===== src/rtl/cfg_sequencer.sv =====
// cfg_sequencer: byte-command sequencer for register bursts and oscillator init/step; optional WRITE watchdog via CFG_SEQ_WATCHDOG_EN
module cfg_sequencer #(
  parameter int WD_LIMIT = 255
) (
  input  logic       clk,
  input  logic       reset,
  input  logic       byte_valid,
  input  logic [7:0] byte_data,
  output logic       byte_ready,
  output logic [2:0] addr,
  output logic [7:0] wdata,
  output logic       load,
  output logic       osc_init,
  output logic       osc_step,
  output logic       busy,
  output logic       err
);
  localparam logic [1:0] S_IDLE  = 2'd0;
  localparam logic [1:0] S_WRITE = 2'd1;
  localparam logic [1:0] S_INIT  = 2'd2;
  localparam logic [1:0] S_RUN   = 2'd3;
  localparam logic [1:0] OP_WRITE = 2'b00;
  localparam logic [1:0] OP_RUN   = 2'b01;
  localparam logic [1:0] OP_STOP  = 2'b10;
  logic [1:0] state, state_n;
  logic [2:0] cur, cur_n;
  logic [2:0] rem, rem_n;
  logic [2:0] addr_n;
  logic [5:0] div, div_n;
  logic [5:0] cnt, cnt_n;
  logic [7:0] wdata_n;
  logic       err_n;
  logic       load_n;
  logic       step_n;
  logic       wd_fire;
  logic       acc;
  logic [1:0] op;
  logic [2:0] hdr_a;
  logic       a_ok;
  assign acc   = byte_valid && byte_ready;
  assign op    = byte_data[7:6];
  assign hdr_a = byte_data[5:3];
  assign a_ok  = hdr_a >= 3'd2 && hdr_a <= 3'd6;
`ifdef CFG_SEQ_WATCHDOG_EN
  localparam int WW = $clog2(WD_LIMIT + 1);
  localparam logic [WW-1:0] WD_LAST = WW'(WD_LIMIT - 1);
  logic [WW-1:0] wd;
  assign wd_fire = state == S_WRITE && !acc && wd == WD_LAST;
  // count consecutive WRITE cycles without a data byte; zero everywhere else
  always_ff @(posedge clk or posedge reset)
    if (reset)
      wd <= '0;
    else
      wd <= (state == S_WRITE && !acc && !wd_fire) ? wd + 1'b1 : '0;
`else
  logic unused_wd;
  assign unused_wd = ^WD_LIMIT;
  assign wd_fire   = 1'b0;
`endif
  // step enable for the coming cycle: counter at zero while staying in RUN
  assign step_n = state_n == S_RUN && cnt_n == 6'd0;
  // decode accepted bytes into next state, burst bookkeeping and error flag
  always_comb begin
    state_n = state;
    cur_n   = cur;
    rem_n   = rem;
    div_n   = div;
    cnt_n   = cnt;
    err_n   = err;
    addr_n  = 3'd0;
    wdata_n = wdata;
    load_n  = 1'b0;
    case (state)
      S_IDLE: begin
        if (acc) begin
          case (op)
            OP_WRITE: begin
              state_n = a_ok ? S_WRITE : S_IDLE;
              err_n   = a_ok ? err : 1'b1;
              cur_n   = hdr_a;
              rem_n   = byte_data[2:0];
            end
            OP_RUN: begin
              state_n = S_INIT;
              div_n   = byte_data[5:0];
            end
            OP_STOP: err_n = 1'b0;
            default: err_n = 1'b1;
          endcase
        end
      end
      S_WRITE: begin
        if (acc) begin
          load_n  = 1'b1;
          addr_n  = cur;
          wdata_n = byte_data;
          cur_n   = (cur == 3'd6) ? 3'd2 : cur + 3'd1;
          rem_n   = rem - 3'd1;
          state_n = (rem == 3'd0) ? S_IDLE : S_WRITE;
        end else if (wd_fire) begin
          err_n   = 1'b1;
          state_n = S_IDLE;
        end
      end
      S_INIT: begin
        state_n = S_RUN;
        cnt_n   = div;
      end
      default: begin
        cnt_n = (cnt == 6'd0) ? div : cnt - 6'd1;
        if (acc) begin
          case (op)
            OP_RUN: begin
              div_n = byte_data[5:0];
              cnt_n = byte_data[5:0];
            end
            OP_STOP: begin
              state_n = S_IDLE;
              err_n   = 1'b0;
            end
            default: err_n = 1'b1;
          endcase
        end
      end
    endcase
  end
  // register state and every output so all outputs come straight from flops
  always_ff @(posedge clk or posedge reset)
    if (reset) begin
      state      <= S_IDLE;
      cur        <= 3'd0;
      rem        <= 3'd0;
      div        <= 6'd0;
      cnt        <= 6'd0;
      byte_ready <= 1'b0;
      addr       <= 3'd0;
      wdata      <= 8'd0;
      load       <= 1'b0;
      osc_init   <= 1'b0;
      osc_step   <= 1'b0;
      busy       <= 1'b0;
      err        <= 1'b0;
    end else begin
      state      <= state_n;
      cur        <= cur_n;
      rem        <= rem_n;
      div        <= div_n;
      cnt        <= cnt_n;
      byte_ready <= state_n != S_INIT;
      addr       <= addr_n;
      wdata      <= wdata_n;
      load       <= load_n;
      osc_init   <= state_n == S_INIT;
      osc_step   <= step_n;
      busy       <= state_n != S_IDLE;
      err        <= err_n;
    end
endmodule


===== config.mk =====
export PLATFORM = sky130hd
export DESIGN_NAME = cfg_sequencer
export DESIGN_NICKNAME = d
export VERILOG_FILES = /design/src/rtl/cfg_sequencer.sv
export SDC_FILE = /design/constraint.sdc
export NUM_CORES = 1
export LEC_CHECK = 0
export ABC_CLOCK_PERIOD_IN_PS = 3600
export CAP_MARGIN = 20
export CORE_MARGIN = 2
export CORE_UTILIZATION = 40
export DETAILED_ROUTE_END_ITERATION = 10
export PLACE_DENSITY_LB_ADDON = 0.08
export SLEW_MARGIN = 20
export SYNTH_ARGS = -nofsm -noshare
export SYNTH_HDL_FRONTEND = slang
export SYNTH_SLANG_ARGS = --single-unit
export TNS_END_PERCENT = 10

===== constraint.sdc =====
create_clock -name clk -period 3.6 [get_ports clk]
set_input_delay 0.36 -clock clk [delete_from_list [all_inputs] [get_ports clk]]
set_output_delay 0.36 -clock clk [all_outputs]
set_load 0.02 [all_outputs]

==> qor.yml, run 1 <==
status: "completed"
avgSynthCellArea_sq_um: 9.60
grt_pass1_wl_um: 8090
min_period_over_period_pct: 65.7
diodes: 0
fin_util_pct: 50.6
vias: 1697
clock_latency_ns: 0.29
cp.required_ns: 3.80
slew_headroom_pct: 40.9
ys_top_cells_by_count: "dfrtp_1, nand2_1, inv_1"
swShare_pct: 42.4
synth_nets: 233
clockRootBuffer: "clkbuf_8"
grt_pass1_vias: 1649
synthMuxAreaShare_pct: 3.81
port_buffers: 27
end_kind: "flop"
via_per_inst: 5.55
cap_violations: 0
grt_usage_pct: 19.1
fmax_mhz: 423
antenna_left: 0
fin_crit_ns: 2.36
seq_area_sq_um: 926
synth_flop_cell: "dfrtp_1"
ys_seq_area_share_pct: 45.5
antenna_found_initial: 0
num_rows: 25
synth_warnings: 0
fp.dieH_um: 75.3
cts.sinks: 37
routed_wl_um: 4810
yosysMostFrequentCell: "dfrtp_1"
initial_core_util_pct: 42.3
async_reset_ff_share_pct: 100
seq_power_share_pct: 36.0
clockPowerShare_pct: 12.8
cp_max_fo: 16
cts-buffers-inserted: 5
synthSimpleGateAreaFrac_pct: 20.8
power.density_nw_per_um2: 872
clockBufferDepth: 2
synth-compound-area-share_pct: 18.4
clock_skew_ns: 0.00658
cts_resized: 0
synth_cells: 212
synth_xor_area_share_pct: 0
synth.area.top_cells: "dfrtp_1, ha_1, nand2_1, inv_1, mux2_2"
drv_slew: 0
wl_per_cell_um: 15.7
io_pins: 28
synth_top_family_by_area: "simple AND/OR/NAND/NOR gates"
die_w_um: 75.3
syn_area_sq_um: 2040
tightest_slew_ns: 0.884
startpoint_type: "flop"
cp.arrival_ns: 2.56
setup_tns_ns: 0
min_path_type: "in -> async"
fp.dieArea_sq_um: 5680
pwr-share-comb_pct: 51.2
area_delta_synth_final_pct: 19.7
holdBufCountCts: 0
cts_tree: "built"
fin_nets: 261
gp_congestion: 0.834
ys_seq_elements: 37
grt_start_max_net_pins: 38
drc: 0
drive_gt1_share_pct: 8.79
leakage_nw: 1.08
multi_input_area_sq_um: 1000
rsz0062_at_grt: "false"
overflow: 0
synth_cell_types: 51
critPathKind: "reg -> reg"
cellInternalPower_mw: 1.23
nFillCells: 469
power.switching_uw: 901
dr.first_iter.drc_count: 231
finalSetupViolCount: 0
core_area_sq_um: 4820
dr.pass1.iters: 4
hold_viol_final: 0
synthDominantCellAreaShare_pct: 45.5
synth_largest_area_cell: "dfrtp_1"
postCtsSetupBuffers: 0
yosys.area_share.adder_pct: 6.15
ir_worst_vdd_mv: 0.439
clkSlewWorstSetupHoldPaths_ns: 0.07
synth_edf_count: 0
cts.htree.levels: 2
dp_hpwl_um: 3380
## cells in the final DEF (no fill, tap or decap), drive strengths merged, types with 3 or more instances in the layout
| cell type | Yosys | routed |
|---|---|---|
| o21ai | 15 | 15 |
| nor2 | 10 | 10 |
| mux2 | 6 | 6 |
| a21oi | 13 | 13 |
| dfrtp | 37 | 37 |
| ha | 10 | 10 |
| a221oi | 5 | 5 |
| a2bb2oi | 3 | 3 |
| inv | 19 | 19 |
| clkdlybuf4s50 | 0 | 27 |
| and2 | 3 | 3 |
| nor3b | 6 | 6 |
| nand2 | 32 | 32 |
| and3 | 3 | 3 |
| clkbuf | 6 | 5 |
| nand3 | 3 | 3 |
## sequential cells by signal (all words and copies together), names as in the netlist
| register | cells |
|---|---|
| wdata | 8 |
| osc_step | 1 |
| div | 6 |
| addr | 3 |
| rem | 3 |
| busy | 1 |
| state | 2 |
| err | 1 |
| byte_ready | 1 |
| cur | 3 |
| osc_init | 1 |
| load | 1 |
| cnt | 6 |
## routing by layer
metal | share of wire [%] | routed length [um] | track usage [%] | vias to the layer above
li1 | - | - | - | 810
met1 | 50 | 2390 | 28.9 | 839
met2 | 44 | 2130 | 26.9 | 43
met3 | 4.5 | 218 | 4.23 | 5
met4 | 1.3 | 64 | 6.82 | 0
met5 | 0 | 0 | 0 | -
## final cells by class
| class | count | area share (%) |
|---|---|---|
| well taps | 67 | 3.44 |
| inverters | 20 | 3.08 |
| flip-flops and latches | 37 | 38.0 |
| multi-input cells | 148 | 41.1 |
| clock inverters | 1 | 0.205 |
| clock buffers | 5 | 2.82 |
| repair buffers | 28 | 11.4 |
## stage by stage
| stage | std cells | power, mW | cell area [sq um] | setup WS (ns) | hold WS (ns) |
|---|---|---|---|---|---|
| 2_1_floorplan | 212 | 1.51 | 2040 | 1.74 | 0.450 |
| 3_3_place_gp | 300 | 1.86 | 2360 | 1.27 | 0.462 |
| 3_5_place_dp | 300 | 1.85 | 2360 | 1.25 | 0.462 |
| 4_1_cts | 306 | 2.13 | 2440 | 1.22 | 0.490 |
| 5_1_grt | 306 | 2.30 | 2440 | 0.883 | 0.512 |
| 6_report | 306 | 2.13 | 2440 | 1.24 | 0.480 |
## power by group through the flow
| stage | clock [mW] | sequential (mW) | combinational [mW] |
|---|---|---|---|
| 5_1_grt | 0.290 | 0.788 | 1.22 |
| 4_1_cts | 0.277 | 0.764 | 1.09 |
| 3_3_place_gp | 0 | 0.773 | 1.08 |
| 6_report | 0.272 | 0.766 | 1.09 |
| 2_1_floorplan | 0 | 0.795 | 0.713 |
| 3_5_place_dp | 0 | 0.772 | 1.08 |
## critical path: stages (launching register included)
cell and delay, ns:
dfrtp_1 0.43, inv_1 0.13, ha_1 0.50, nand3_1 0.46, o21a_1 0.33, nand3_1 0.08, o2111ai_1 0.13, nor4b_2 0.23
## worst paths after layout
check	startpoint	end	slack [ns]	depth (start not counted)
setup / recovery	state[1]	osc_step	1.24	7
setup reg to reg	state[1]	osc_step	1.24	7
max in group asynchronous	reset	osc_step	2.79	3
min in group clk	wdata[5]	wdata[5]	0.49	2
hold / removal	reset	wdata[2]	0.48	3
hold reg to reg	wdata[5]	wdata[5]	0.49	2
## cell families (layout without fill, tap and decap cells)
kind of cell / after synthesis / after routing
AND/OR/NAND/NOR: 77 / 77
AO/OA/AOI/OAI: 54 / 54
flip-flops: 37 / 37
buffers and inverters: 27 / 54
adder cells (fa/ha/maj): 10 / 10
multiplexers: 7 / 7
(Power assumes the default switching activity.)
==> inputs of run 2 (changes only) <==
--- a/config.mk
+++ b/config.mk
@@ -5,7 +5,7 @@
 export SDC_FILE = /design/constraint.sdc
 export NUM_CORES = 1
 export LEC_CHECK = 0
-export ABC_CLOCK_PERIOD_IN_PS = 3600
+export ABC_CLOCK_PERIOD_IN_PS = 2100
 export CAP_MARGIN = 20
 export CORE_MARGIN = 2
 export CORE_UTILIZATION = 40
==> constraint.sdc (replaced) <==
create_clock -name clk -period 2.1 [get_ports clk]
set_input_delay 0.21 -clock clk [delete_from_list [all_inputs] [get_ports clk]]
set_output_delay 0.21 -clock clk [all_outputs]
set_load 0.02 [all_outputs]
==> qor.yml, run 2 (same netlist as run 1, synthesis figures left out) <==
slowest_delay_ns: 0.52  # +0.02 ns
drc: 0  # unchanged
largestRegisters: "wdata x8, cnt x6, div x6"
cts.sinks: 37  # unchanged
dr.first_iter.drc_count: 133  # -42%
drive_gt1_share_pct: 18.0  # +9.3 points
area_delta_synth_final_pct: 27.9
grt_start_max_net_pins: 38  # unchanged
fp.dieH_um: 75.3  # unchanged
cts_tree: "built"
vias: 1705  # +0.47%
num_rows: 25  # unchanged
antenna_found_initial: 0  # unchanged
top_register: "wdata"
drv_slew: 0  # unchanged
routed_wl_um: 4800  # -0.21%
dp_hpwl_um: 3490  # +3.3%
placed_area_sq_um: 2460  # +4.1%
cp.required_ns: 2.29  # -1.51 ns
fin_crit_ns: 2.01  # -0.355 ns
ir_worst_vdd_mv: 0.633  # +44%
power_mw: 3.90  # +84%
cp_slowest_cell: "or4b_4"
mostFrequentLayoutCell: "dfrtp_1"
clock_skew_ns: 0.00265  # -0.00394 ns
r2r-start: "cnt[0]"
setup_tns_ns: 0  # unchanged
cts.htree.levels: 2  # unchanged
fp.dieArea_sq_um: 5680  # unchanged
end_kind: "flop"
gp_congestion: 0.852  # +2.2%
reg2reg_depth: 7  # unchanged
place_ws_ns: 0.0265  # -1.22 ns
endpoint: "osc_step"
cp.arrival_ns: 2.20  # -0.36 ns
power.density_nw_per_um2: 1500  # +72%
tightest_slew_ns: 0.476  # -0.408 ns
io_pins: 28  # unchanged
fmax_mhz: 498  # +18%
hold_ws_ns: 0.331  # -0.149 ns
holdBufCountCts: 0  # unchanged
cap_violations: 0  # unchanged
fin_ws_ns: 0.0908  # -1.14 ns
grt_usage_pct: 18.7  # -0.35 points
dr.pass1.iters: 4  # unchanged
fin_nets: 275  # +5.4%
leakage_nw: 1.16  # +7.5%
min_path_type: "in -> async"
largest_register_ffs: 8  # unchanged
clockRootBuffer: "clkbuf_8"
min_period_over_period_pct: 95.7  # +30 points
die_w_um: 75.3  # unchanged
finish.instance_area_sq_um: 2600  # +6.8%
fin_util_pct: 54.1  # +3.5 points
clkSlewWorstSetupHoldPaths_ns: 0.08  # about the same
grt_pass1_vias: 1591  # -3.5%
nFillCells: 462  # -1.5%
grt_pass1_wl_um: 7890  # -2.5%
cts-buffers-inserted: 5  # unchanged
status: "completed"
slew_headroom_pct: 68.3  # +27 points
wl_per_cell_um: 14.9  # -5.2%
rsz0062_at_grt: "false"
dp_cells: 313  # +4.3%
critPathKind: "reg -> reg"
final-instance-count-excl-fill: 322  # +5.2%
antenna_left: 0  # unchanged
clock_latency_ns: 0.29  # about the same
port_buffers: 27  # unchanged
startpoint: "cnt[0]"
cp_max_fo: 5  # -11
finalSetupViolCount: 0  # unchanged
via_per_inst: 5.30  # -4.5%
core_area_sq_um: 4820  # unchanged
diodes: 0  # unchanged
crit_chain: "inv_1 -> ha_2 -> or4b_4 -> nor3_1 -> o31a_2 -> o22a_1 -> nor4b_2"
startpoint_type: "flop"
worstReg2RegEnd: "osc_step"
hold_viol_final: 0  # unchanged
overflow: 0  # unchanged
clockBufferDepth: 2  # unchanged
r2r_slack_ns: 0.09  # -1.14 ns
initial_core_util_pct: 42.3  # unchanged
final_cell_mix: "dfrtp_1, nand2_1, clkdlybuf4s50_1"
## run 2: cell types whose count changed in the layout (fill, tap and decap cells not counted), sizes merged
cell,before,now
buf,1,15
clkinv,2,4
## run 2: power by group
group / total [mW] / leakage (nW) / internal [mW] / switching (mW)
logic: 2.11 / 0.651 / 1.02 / 1.09
clock network: 0.510 / 0.0481 / 0.235 / 0.275
registers: 1.28 / 0.459 / 1.02 / 0.262
## run 2: worst min path at each step
stage	start	endpoint	slack [ns]	depth (start not counted)
2_1_floorplan	byte_data[1]	wdata[1]	0.32	2
3_3_place_gp	wdata[3]	wdata[3]	0.46	2
3_5_place_dp	wdata[5]	wdata[5]	0.47	2
4_1_cts	reset	wdata[5]	0.35	3
5_1_grt	reset	load	0.40	3
6_report	reset	load	0.33	3
## run 2: layer usage
layer  up-vias  share of wire [%]  GRT usage, %
li1        847                  -             -
met1       809                 50          28.2
met2        44                 44          26.5
met3         5                5.1          4.76
met4         0               0.81          5.85
met5         -                  0             0
## run 2: area by class of cell
cell class	instances	area [sq um]	area share, %
multi-input combinational	148	1040	40.1
sequential	37	927	35.6
timing repair buffer	42	383	14.7
tap	67	83.8	3.22
inverter	20	75.1	2.88
clock buffer	5	68.8	2.64
clock inverter	3	22.5	0.865
## run 2: critical path, delay by kind of cell, from the launching register on
kind	cells	cell delay, ns
AOI/OAI and AO/OA	2	0.33
and+or+nand+nor	3	0.88
buffers and inverters	1	0.09
DFF	1	0.41
adders and majority gates	1	0.20
## run 2: what timing repair did
item	CTS	global route
setup buffers	0	1
resized for setup	0	9
endpoints found under the setup margin	0	7
